`config.mk`:
```
export PLATFORM = sky130hd
export DESIGN_NAME = inst_encoder
export DESIGN_NICKNAME = d
export VERILOG_FILES = /design/src/rtl/inst_encoder.sv
export SDC_FILE = /design/constraint.sdc
export NUM_CORES = 1
export LEC_CHECK = 0
export ABC_AREA = 1
export CORE_MARGIN = 1.5
export CORE_UTILIZATION = 38
export DETAILED_ROUTE_END_ITERATION = 12
export HOLD_SLACK_MARGIN = 0.05
export PLACE_DENSITY = 0.72
export RECOVER_POWER = 100
export SETUP_SLACK_MARGIN = 0.15
export SLEW_MARGIN = 20
export SYNTH_ARGS = -nofsm -noshare
export SYNTH_HDL_FRONTEND = slang
export SYNTH_SLANG_ARGS = --single-unit
```
`constraint.sdc`:
```
create_clock -name clk -period 4.05 [get_ports clk]
set_clock_uncertainty 0.2 [all_clocks]
set_input_delay 1.215 -clock clk [delete_from_list [all_inputs] [get_ports clk]]
set_output_delay 1.215 -clock clk [all_outputs]
set_load 0.01 [all_outputs]
```
`src/rtl/inst_encoder.sv`:
```
// RV32I instruction encoder for the test-program loader: symbolic op in, machine word
// plus sequential word address out, with immediate range checks and LI expansion.
module inst_encoder #(
  parameter int ADDR_W = 8,
  parameter int BASE   = 0
) (
  input  logic              clk,
  input  logic              rst,
  input  logic              start,
  input  logic              in_valid,
  output logic              in_ready,
  input  logic [5:0]        in_op,
  input  logic [4:0]        in_rd,
  input  logic [4:0]        in_rs1,
  input  logic [4:0]        in_rs2,
  input  logic [31:0]       in_imm,
  output logic              out_valid,
  input  logic              out_ready,
  output logic [31:0]       out_inst,
  output logic [ADDR_W-1:0] out_addr,
  output logic              err
);

  localparam logic [ADDR_W-1:0] BASE_A = ADDR_W'(BASE);

  localparam logic [6:0] OPC_LUI   = 7'h37;
  localparam logic [6:0] OPC_AUIPC = 7'h17;
  localparam logic [6:0] OPC_JAL   = 7'h6F;
  localparam logic [6:0] OPC_JALR  = 7'h67;
  localparam logic [6:0] OPC_BR    = 7'h63;
  localparam logic [6:0] OPC_LD    = 7'h03;
  localparam logic [6:0] OPC_ST    = 7'h23;
  localparam logic [6:0] OPC_OPI   = 7'h13;
  localparam logic [6:0] OPC_OP    = 7'h33;

  typedef enum logic {S_ONE, S_LI2} state_t;

  function automatic logic [31:0] enc_u(input logic [19:0] imm, input logic [4:0] rd,
                                        input logic [6:0] opc);
    return {imm, rd, opc};
  endfunction

  function automatic logic [31:0] enc_i(input logic [11:0] imm, input logic [4:0] rs1,
                                        input logic [2:0] f3, input logic [4:0] rd,
                                        input logic [6:0] opc);
    return {imm, rs1, f3, rd, opc};
  endfunction

  function automatic logic [31:0] enc_s(input logic [11:0] imm, input logic [4:0] rs2,
                                        input logic [4:0] rs1, input logic [2:0] f3);
    return {imm[11:5], rs2, rs1, f3, imm[4:0], OPC_ST};
  endfunction

  // b holds imm[12:1]: b[11]=imm[12], b[10]=imm[11]
  function automatic logic [31:0] enc_b(input logic [11:0] b, input logic [4:0] rs2,
                                        input logic [4:0] rs1, input logic [2:0] f3);
    return {b[11], b[9:4], rs2, rs1, f3, b[3:0], b[10], OPC_BR};
  endfunction

  // j holds imm[20:1]: j[19]=imm[20], j[10]=imm[11], j[18:11]=imm[19:12]
  function automatic logic [31:0] enc_j(input logic [19:0] j, input logic [4:0] rd);
    return {j[19], j[9:0], j[10], j[18:11], rd, OPC_JAL};
  endfunction

  function automatic logic [31:0] enc_r(input logic f7alt, input logic [4:0] rs2,
                                        input logic [4:0] rs1, input logic [2:0] f3,
                                        input logic [4:0] rd);
    return {1'b0, f7alt, 5'b0, rs2, rs1, f3, rd, OPC_OP};
  endfunction

  function automatic logic [2:0] funct3_of(input logic [5:0] op);
    case (op)
      6'd5, 6'd11, 6'd16, 6'd24, 6'd29:        return 3'd1;
      6'd12, 6'd17, 6'd19, 6'd30:              return 3'd2;
      6'd20, 6'd31:                            return 3'd3;
      6'd6, 6'd13, 6'd21, 6'd32:               return 3'd4;
      6'd7, 6'd14, 6'd25, 6'd26, 6'd33, 6'd34: return 3'd5;
      6'd8, 6'd22, 6'd35:                      return 3'd6;
      6'd9, 6'd23, 6'd36:                      return 3'd7;
      default:                                 return 3'd0;
    endcase
  endfunction

  state_t              r_state;
  state_t              w_state_nxt;
  logic                r_out_valid;
  logic [31:0]         r_out_inst;
  logic [31:0]         r_pend;
  logic [ADDR_W-1:0]   r_addr;
  logic                r_err;

  logic signed [31:0]  w_imm_s;
  logic                w_i_ok, w_b_ok, w_j_ok, w_sh_ok;
  logic [2:0]          w_f3;
  logic                w_alt;
  logic [19:0]         w_hi;
  logic [11:0]         w_lo;
  logic [31:0]         w_word, w_addi;
  logic                w_legal, w_two;
  logic                w_in_ready, w_out_hs, w_ld_first, w_ld_pend, w_bad;

  assign w_imm_s = signed'(in_imm);
  assign w_i_ok  = (w_imm_s >= -2048) && (w_imm_s <= 2047);
  assign w_b_ok  = !in_imm[0] && (w_imm_s >= -4096) && (w_imm_s <= 4094);
  assign w_j_ok  = !in_imm[0] && (w_imm_s >= -1048576) && (w_imm_s <= 1048574);
  assign w_sh_ok = (in_imm[31:5] == 27'd0);
  assign w_f3    = funct3_of(in_op);
  assign w_alt   = (in_op == 6'd26) || (in_op == 6'd28) || (in_op == 6'd34);
  // ADDI sign-extends lo, so hi absorbs the borrow when lo is negative
  assign w_hi    = in_imm[31:12] + {19'd0, in_imm[11]};
  assign w_lo    = in_imm[11:0];

  always_comb begin
    w_word  = '0;
    w_addi  = '0;
    w_legal = 1'b0;
    w_two   = 1'b0;
    case (in_op) inside
      6'd0: begin w_legal = 1'b1; w_word = enc_u(in_imm[31:12], in_rd, OPC_LUI); end
      6'd1: begin w_legal = 1'b1; w_word = enc_u(in_imm[31:12], in_rd, OPC_AUIPC); end
      6'd2: begin w_legal = w_j_ok; w_word = enc_j(in_imm[20:1], in_rd); end
      6'd3: begin
        w_legal = w_i_ok;
        w_word  = enc_i(in_imm[11:0], in_rs1, 3'd0, in_rd, OPC_JALR);
      end
      [6'd4:6'd9]: begin
        w_legal = w_b_ok;
        w_word  = enc_b(in_imm[12:1], in_rs2, in_rs1, w_f3);
      end
      [6'd10:6'd14]: begin
        w_legal = w_i_ok;
        w_word  = enc_i(in_imm[11:0], in_rs1, w_f3, in_rd, OPC_LD);
      end
      [6'd15:6'd17]: begin
        w_legal = w_i_ok;
        w_word  = enc_s(in_imm[11:0], in_rs2, in_rs1, w_f3);
      end
      [6'd18:6'd23]: begin
        w_legal = w_i_ok;
        w_word  = enc_i(in_imm[11:0], in_rs1, w_f3, in_rd, OPC_OPI);
      end
      [6'd24:6'd26]: begin
        w_legal = w_sh_ok;
        w_word  = enc_i({1'b0, w_alt, 5'd0, in_imm[4:0]}, in_rs1, w_f3, in_rd, OPC_OPI);
      end
      [6'd27:6'd36]: begin
        w_legal = 1'b1;
        w_word  = enc_r(w_alt, in_rs2, in_rs1, w_f3, in_rd);
      end
      6'd37: begin
        w_legal = 1'b1;
        if (w_hi == 20'd0) begin
          w_word = enc_i(w_lo, 5'd0, 3'd0, in_rd, OPC_OPI);
        end else if (w_lo == 12'd0) begin
          w_word = enc_u(w_hi, in_rd, OPC_LUI);
        end else begin
          w_word = enc_u(w_hi, in_rd, OPC_LUI);
          w_addi = enc_i(w_lo, in_rd, 3'd0, in_rd, OPC_OPI);
          w_two  = 1'b1;
        end
      end
      default: w_legal = 1'b0;
    endcase
  end

  assign w_out_hs = r_out_valid && out_ready;

  always_comb begin
    w_state_nxt = r_state;
    w_in_ready  = 1'b0;
    w_ld_first  = 1'b0;
    w_ld_pend   = 1'b0;
    w_bad       = 1'b0;
    case (r_state)
      S_ONE: begin
        w_in_ready = (!r_out_valid || out_ready) && !start && !rst;
        if (in_valid && w_in_ready) begin
          if (w_legal) begin
            w_ld_first = 1'b1;
            if (w_two) w_state_nxt = S_LI2;
          end else begin
            w_bad = 1'b1;
          end
        end
      end
      S_LI2: begin
        if (w_out_hs) begin
          w_ld_pend   = 1'b1;
          w_state_nxt = S_ONE;
        end
      end
      default: w_state_nxt = S_ONE;
    endcase
  end

  always_ff @(posedge clk) begin
    if (rst || start) r_state <= S_ONE;
    else              r_state <= w_state_nxt;
  end

  // Output register stage: word, valid, address counter, error pulse
  always_ff @(posedge clk) begin
    if (rst || start) begin
      r_out_valid <= 1'b0;
      r_addr      <= BASE_A;
      r_err       <= 1'b0;
    end else begin
      r_err <= w_bad;
      if (w_out_hs) r_addr <= r_addr + 1'b1;
      if (w_ld_first || w_ld_pend) r_out_valid <= 1'b1;
      else if (w_out_hs)           r_out_valid <= 1'b0;
    end
  end

  always_ff @(posedge clk) begin
    if (rst)             r_out_inst <= '0;
    else if (w_ld_first) r_out_inst <= w_word;
    else if (w_ld_pend)  r_out_inst <= r_pend;
  end

  always_ff @(posedge clk) begin
    if (w_ld_first) r_pend <= w_addi;
  end

  assign in_ready  = w_in_ready;
  assign out_valid = r_out_valid;
  assign out_inst  = r_out_inst;
  assign out_addr  = r_addr;
  assign err       = r_err;

endmodule

```
---- Word level (Yosys, flattened, before mapping) ----
Memories as Yosys holds them, arrays and structs flattened.
Index checks and enable logic that the tools add are counted.
word-level totals
  flip-flop bits (word level) ............. 75
  output and inout port bits .............. 43
  memories kept ........................... 1
  logic and storage cells ................. 124
  input port bits ......................... 58
  ROM bits ................................ 192
cells by class
  bitwise gates (word level) .............. 3
  add/sub/neg operators ................... 2
  muxes and demuxes ....................... 53
  order comparisons ....................... 18
  equality and inequality tests ........... 7
  reduce and logical (&&, ||, !) cells .... 33
memories
  memory           depth  width  rd ports  clocked after memory_dff  wr ports  RTL line  RTL
  (no name shown)  64     3      1         0                         0         72        case (op)
operators by type and width
  kind                                                                 count
  two-way mux 32 bit                                                   14
  two-way mux 1 bit                                                    37
  greater-or-equal comparator 32 x 12 -> 1 bit, second input constant  1
  greater-or-equal comparator 32 x 13 -> 1 bit, second input constant  1
  greater-or-equal comparator 32 x 21 -> 1 bit, second input constant  1
  less-or-equal comparator 32 x 12 -> 1 bit, second input constant     1
  less-or-equal comparator 32 x 13 -> 1 bit, second input constant     1
  less-or-equal comparator 32 x 21 -> 1 bit, second input constant     1
  logical NOT 27 bit                                                   1
  adder 20 x 1 -> 20 bit                                               1
  logical NOT 20 bit                                                   1
  greater-or-equal comparator 6 x 5 -> 1 bit, second input constant    3
  less-or-equal comparator 6 x 5 -> 1 bit, second input constant       3
  logical AND 1 bit                                                    15
  OR reduction 13 bit                                                  1
  equality test 6 x 2 -> 1 bit, second input constant                  2
  equality test 6 x 5 -> 1 bit, second input constant                  2
  equality test 6 bit, second input constant                           2
  greater-or-equal comparator 6 x 4 -> 1 bit, second input constant    2
  less-or-equal comparator 6 x 4 -> 1 bit, second input constant       2
  logical NOT 12 bit                                                   1
  OR reduction 12 bit                                                  1
  adder 8 x 1 -> 8 bit, second input constant                          1
  equality test 6 x 1 -> 1 bit, second input constant                  1
  other kinds (10)                                                     20

---- Longest topological paths before layout ----
Gate-level depths: netlist (run 1).
  word-level depth ........................ 18
  mapped depth ............................ 21
  gate-level depth less buffers ........... 20

---- Worst setup path after synthesis (run 1) ----
Ideal clock, no wire load.
  kind .................................... input to register
  from .................................... input in_op[0]
  to ...................................... register r_pend[15] (enable)
  stages .................................. 15
  path slack .............................. 0.543 ns
  required time ........................... 3.526 ns
  library setup time ...................... 0.324 ns
  data arrival time ....................... 2.983 ns
  buffers on the path ..................... 1
  cells stage by stage .................... inv_1 ha_1 nor2_1 nor3_1 nor2_1 a21oi_4 inv_2 nand3_1 nand2_1 nand4_1 nand2_1 nand2_2 nand2_4 inv_2 buf_4
on the way
  cells in the longest elaborated chain, start to end .. 15
  elaborated cells on any way between the ends .. 37
  classes of those cells .................. order compare (12); eq/ne (4); mux (14); reduce/logical (7)
ends and longest elaborated chain
  what                                                                          RTL line  RTL
  from (decl)                                                                   12        input logic [5:0] in_op,
  greater-or-equal comparator 6 x 5 -> 1 bit (no line) (tied with other cells)  n/a
  logical AND 1 bit (no line) or two-way mux 1 bit (tied branches)              n/a
  two-way mux 1 bit (9 in a row)                                                118       case (in_op) inside
  two-way mux 1 bit (*)                                                         118
  two-way mux 1 bit (*)                                                         178       if (w_legal) begin
  two-way mux 1 bit (*)                                                         177       if (in_valid && w_in_ready) begin
  two-way mux 1 bit (*)                                                         174       case (r_state)
  via w_ld_first                                                                100       logic w_in_ready, w_out_hs, w_ld_first, w_ld_pend, w_bad;
  to (signal assigned)                                                          222       if (w_ld_first) r_pend <= w_addi;
  to (decl)                                                                     88        logic [31:0] r_pend;
Mark *: on every way through the listed nets, which the timed path passes. The rest lies on a longest branch.
A chain may end at the register's enable or synchronous reset.

---- Worst setup path after layout (run 1) ----
  from .................................... input rst
  to ...................................... output in_ready
on the way
  cells in the longest elaborated chain, start to end .. 3
ends and longest elaborated chain
  what               RTL line  RTL
  from (decl)        8         input logic rst,
  logical NOT 1 bit  176       w_in_ready = (!r_out_valid || out_ready) && !start && !rst;
  logical AND 1 bit  176
  two-way mux 1 bit  174
  to (decl)          11        output logic in_ready,
No other way between the ends.

==> results of run 1 <==
cell usage in the layout, fill, tap and decap left out, types with 3 or more instances in the layout:
cell type	count
a21oi_1	72
a31oi_1	3
buf_12	4
buf_4	103
clkbuf_1	3
clkbuf_16	10
clkdlybuf4s50_1	50
dfxtp_1	42
dlygate4sd3_1	43
dlymetal6s2s_1	6
edfxtp_1	18
ha_1	9
inv_1	109
inv_2	4
nand2_1	211
nand2_2	6
nand2_4	5
nand3_1	60
nand3_2	3
nand3b_1	3
nand4_1	17
nor2_1	113
nor2_2	7
nor2_4	6
nor3_1	14
nor3b_1	3
o211ai_1	7
o21ai_0	49
o21ai_1	16
o22ai_1	6
o31ai_1	7
area by class of cell:
cell class | count | area [um^2] | share of cell area
clock buffers | 10 | 250 | 0.0340
clock inverters | 6 | 43.8 | 0.00595
inverters | 115 | 433 | 0.0588
multi-input cells | 638 | 3150 | 0.428
flip-flops and latches | 60 | 1380 | 0.188
well taps | 176 | 220 | 0.0299
repair buffers | 211 | 1890 | 0.256
report_power, final:
group,switching [mW],total [mW],internal [mW]
clock network,0.297,0.752,0.455
registers,0.00585,0.635,0.629
logic,0.282,0.498,0.216
total,0.585,1.88,1.30
through the flow:
step | instances | worst slack (ns) | cell area (um^2)
6_report | 1216 | 0.191 | 7360
5_1_grt | 1216 | 0.0770 | 7360
4_1_cts | 1214 | 0.200 | 7330
3_5_place_dp | 1198 | -0.125 | 7040
3_3_place_gp | 1198 | -0.120 | 7040
2_1_floorplan | 835 | 0.543 | 5070
worst max-delay path by stage:
stage,start,to,depth (start not counted)
CTS,in_imm[11],out_inst[16],17
finish,rst,in_ready,5
detailed placement,in_imm[11],r_pend[23],16
floorplan,in_op[0],r_pend[15],15
global placement,in_imm[11],out_inst[5],19
global route,in_op[1],out_inst[14],18
routing by layer:
| metal | vias to the layer above | part of all wire |
|---|---|---|
| met5 | - | 0 |
| met4 | 0 | 0.033 |
| met3 | 47 | 0.074 |
| met2 | 270 | 0.46 |
| met1 | 2957 | 0.44 |
| li1 | 3148 | - |
cells by family (layout without fill, tap and decap cells):
| kind of cell | after synthesis | count (layout) | share of synthesized area |
|---|---|---|---|
| compound gates | 170 | 170 | 0.186 |
| flops | 60 | 60 | 0.272 |
| buf+inv | 137 | 342 | 0.110 |
| simple gates | 457 | 457 | 0.404 |
| fa+ha+maj | 11 | 11 | 0.0271 |
flip-flops by register name (all words and copies together) (netlist names):
signal,flops
out_addr,8
err,1
out_inst,31
out_valid,1
r_state,1
r_pend,18
repair_timing:
item / CTS / global route
cloned: 0 / 0
endpoints found under the setup margin: 1 / 63
resized for setup: 2 / 17
setup buffers: 0 / 2
endpoints found under the hold margin: 0 / 0
pin swaps: 0 / 3
critical path, cell delays in order:
cell and delay, ns:
clkdlybuf4s50_1 0.43, nor2_1 0.14, inv_1 0.08, nor3_1 0.26, dlygate4sd2_1 0.31
==> reports/metrics.yaml, run 1 <==
outcome: "completed"
cts_max_path_buffers: 2
ant_nets: 0
crit_arrival_ns: 2.44
timing.rr.start: "out_valid"
final_core_util: 0.560
place.gp.congestion: 1.08
timing.final.crit_share: 0.953
maxCapViolations: 0
antenna_found_initial: 0
grt_busiest_layer: "met2"
vias_per_cell: 5.28
slew_violations: 0
synth_edf_count: 18
track_usage: 0.272
hp-class: "reg2reg"
synth.top_cells.by_count: "nand2_1, nor2_1, inv_1, a21oi_1, nand3_1"
yosysMostFrequentCell: "nand2_1"
io_buffers: 100
r2r_cells: 11
routed_wl_um: 19100
yosysUniqueCellTypes: 43
clk_latency_ns: 0.33
synth_area_leaders: "dfxtp_1, nand2_1, edfxtp_1"
initialDrtViolationCount: 562
clkSlewWorstSetupHoldPaths_ns: 0.06
hold_buffers: 0
cts_buffers: 9
die-area_um2: 14000
grt_overflow: 0
syn_area_per_cell_um2: 6.07
synth_area_um2: 5070
fmax_mhz: 259
fillers: 1320
hold_path.startpoint: "out_inst[2]"
syn_inst: 835
holdPathStages: 2
required_ns: 2.63
root_buffer: "clkbuf_16"
cts_max_level: 3
io_pins: 101
use_met1: 0.353
cts_sinks: 60
power_mw: 1.88
async_reset_ff_frac: 0
reg2reg_slack_ns: 2.08
yosys_warnings: 0
min_period_ns: 3.86
core.rowCount: 42
final_layout_size_suffix_gt1_frac: 0.160
grt.met3_usage: 0.0526
setup_viol: 0
worst-path-max-fanout: 2
die_h_um: 119
grt_pass1_wl_um: 30200
drc: 0
peakVddDrop_mv: 0.257
grt_max_degree: 24
synth.top_cell.area_share: 0.166
cp-start-kind: "input pin"
antenna_cells: 0
vias: 6422
hold_violations: 0
p_per_area_nw_per_um2: 256
min_to: "out_inst[2]"
coreArea_um2: 13100
floorplan.initialDensity: 0.386
path_class: "in2out"
synth_top_area_cell: "dfxtp_1"
grt_util_met2: 0.449
grt_pass1_vias: 5965
syn_nets: 904
worstMarginPinSlew_ns: 0.577
cellLeakagePower_nw: 3.61
die_x_um: 119
first_pass_iters: 5
area_delta_synth_final_pct: 45.2
slew_headroom: 0.615
seq_area_frac_synth: 0.272
reg2reg_to: "out_inst[26]"
critPathCaptureType: "primary output"
post_drt_wl_per_cell_um: 15.7
finalSetupTns_ns: 0
dp_hpwl_um: 15500
synth_seq_cells: 60
nets: 1104
fin_hold_ws_ns: 0.258
cts_tree: "done"
rsz0062_at_grt: "false"
ys.flop_type: "dfxtp_1"
No activity file was read; power rests on OpenSTA's default activity.
==> run 2: changes to the inputs <==
Clock period 4.05 ns to 4.7 ns, I/O delays scaled along.
==> run 2 against run 1 <==
Non-clock buffer count down 70. Hold slack gained 0.0013 ns. Via count is 5.2% lower. Combinational power fell by 24%. First-iteration DRC count is 4.8% lower. Critical path type unchanged. Critical endpoint unchanged. Largest cell class unchanged. Largest power group unchanged. Highest routed layer unchanged.
==> reports/metrics.yaml, run 2 (same netlist as run 1, synthesis figures left out) <==
seq_area_um2: 1380  # unchanged
setup_viol: 0  # unchanged
grt_overflow: 0  # unchanged
fillers: 1370  # +3.8%
die_h_um: 119  # unchanged
vias: 6088  # -5.2%
largest_reg_flops: 31  # unchanged
hold_buffers: 0  # unchanged
finalSetupTns_ns: 0  # unchanged
dp_hpwl_um: 15200  # -2.1%
rsz0062_at_grt: "false"
worst-path-max-fanout: 2  # unchanged
floorplan.initialDensity: 0.386  # unchanged
hold_violations: 0  # unchanged
outcome: "completed"
grt_max_degree: 27  # +13%
slew_violations: 0  # unchanged
post_cts_buffers: 0  # unchanged
drc: 0  # unchanged
place.gp.congestion: 1.08  # +0.25%
vias_per_cell: 5.31  # +0.59%
slew_headroom: 0.610  # -0.00490
clkSlewWorstSetupHoldPaths_ns: 0.05  # about the same
clk_latency_ns: 0.32  # about the same
antenna_found_initial: 0  # unchanged
cts_max_level: 3  # unchanged
nets: 1034  # -6.3%
final_core_util: 0.517  # -0.0431
io_buffers: 100  # unchanged
routed_wl_um: 18600  # -2.4%
first_pass_iters: 5  # unchanged
cellLeakagePower_nw: 3.21  # -11%
area_delta_synth_final_pct: 34.0
grt_pass1_vias: 5724  # -4.0%
root_buffer: "clkbuf_16"
mostFrequentLayoutCell: "nand2_1"
hp-class: "reg2reg"
cp-start-kind: "input pin"
timing.final.crit_share: 0.949
io_pins: 101  # unchanged
cts_tree: "done"
worstMarginPinSlew_ns: 0.584  # +0.00734 ns
coreArea_um2: 13100  # unchanged
cts_sinks: 60  # unchanged
final_layout_size_suffix_gt1_frac: 0.0897  # -0.0699
die_x_um: 119  # unchanged
fmax_mhz: 224
cts_buffers: 9  # unchanged
cts_max_path_buffers: 2  # unchanged
post_drt_wl_per_cell_um: 16.3  # +3.6%
maxCapViolations: 0  # unchanged
initialDrtViolationCount: 535  # -4.8%
p_per_area_nw_per_um2: 239  # -6.8%
peakVddDrop_mv: 0.168  # -35%
multi_input_area_um2: 3110  # -1.2%
antenna_cells: 0  # unchanged
crit_arrival_ns: 2.85  # +0.41 ns
die-area_um2: 14000  # unchanged
layout_common_cells: "nand2_1, nor2_1, inv_1"
track_usage: 0.269  # -0.00323
grt_pass1_wl_um: 29800  # -1.3%
critPathCaptureType: "primary output"
path_class: "in2out"
core.rowCount: 42  # unchanged
required_ns: 3.09  # +0.46 ns
ant_nets: 0  # unchanged
min_period_ns: 4.46
[run 2: critical path, stage by stage]
cell and delay (ns):
dlygate4sd3_1 0.55, nor2_1 0.07, nor3_2 0.19, dlygate4sd3_1 0.63
[run 2: layer usage]
metal	vias up	global-route usage	wire length, um
li1	3015	-	-
met1	2748	0.346	7810
met2	287	0.453	8690
met3	38	0.0458	1510
met4	0	0.0934	634
met5	-	0	0
[run 2: final timing paths]
path               startpoint     endpoint  slack, ns  depth (start not counted)
setup / recovery    out_ready     in_ready       0.24                          4
hold / removal    out_inst[2]  out_inst[2]       0.26                          2
hold reg to reg   out_inst[2]  out_inst[2]       0.26                          2
setup reg to reg    out_valid  out_inst[4]       2.76                          7
[run 2: final cells by class]
type                    count  area share
clock buffers              15      0.0471
clock inverters             1     0.00129
well taps                 176      0.0324
multi-input cells         638       0.458
inverters                 115      0.0637
flip-flops and latches     60       0.203
repair buffers            141       0.195
[run 2: report_power, final]
part / internal, mW / switching, mW
Clock: 0.466 / 0.233
Combinational: 0.145 / 0.231
Sequential: 0.542 / 0.00526
Total: 1.15 / 0.469
[run 2: per-stage QoR]
step                total power, mW  std cells  hold slack (ns)  area [um^2]  setup WS [ns]
CTS                            1.63       1146            0.263         6830          0.179
global route                   1.69       1146            0.268         6800          0.130
floorplan                     0.753        835            0.257         5070          0.998
detailed placement            0.932       1130            0.254         6500          0.175
global placement              0.935       1130            0.250         6500          0.163
finish                         1.62       1146            0.259         6800          0.238
[run 2: what timing repair did]
item | 4_1_cts | 5_1_grt
setup endpoints to repair | 0 | 1
resized for setup | 0 | 1
hold endpoints to repair | 0 | 0
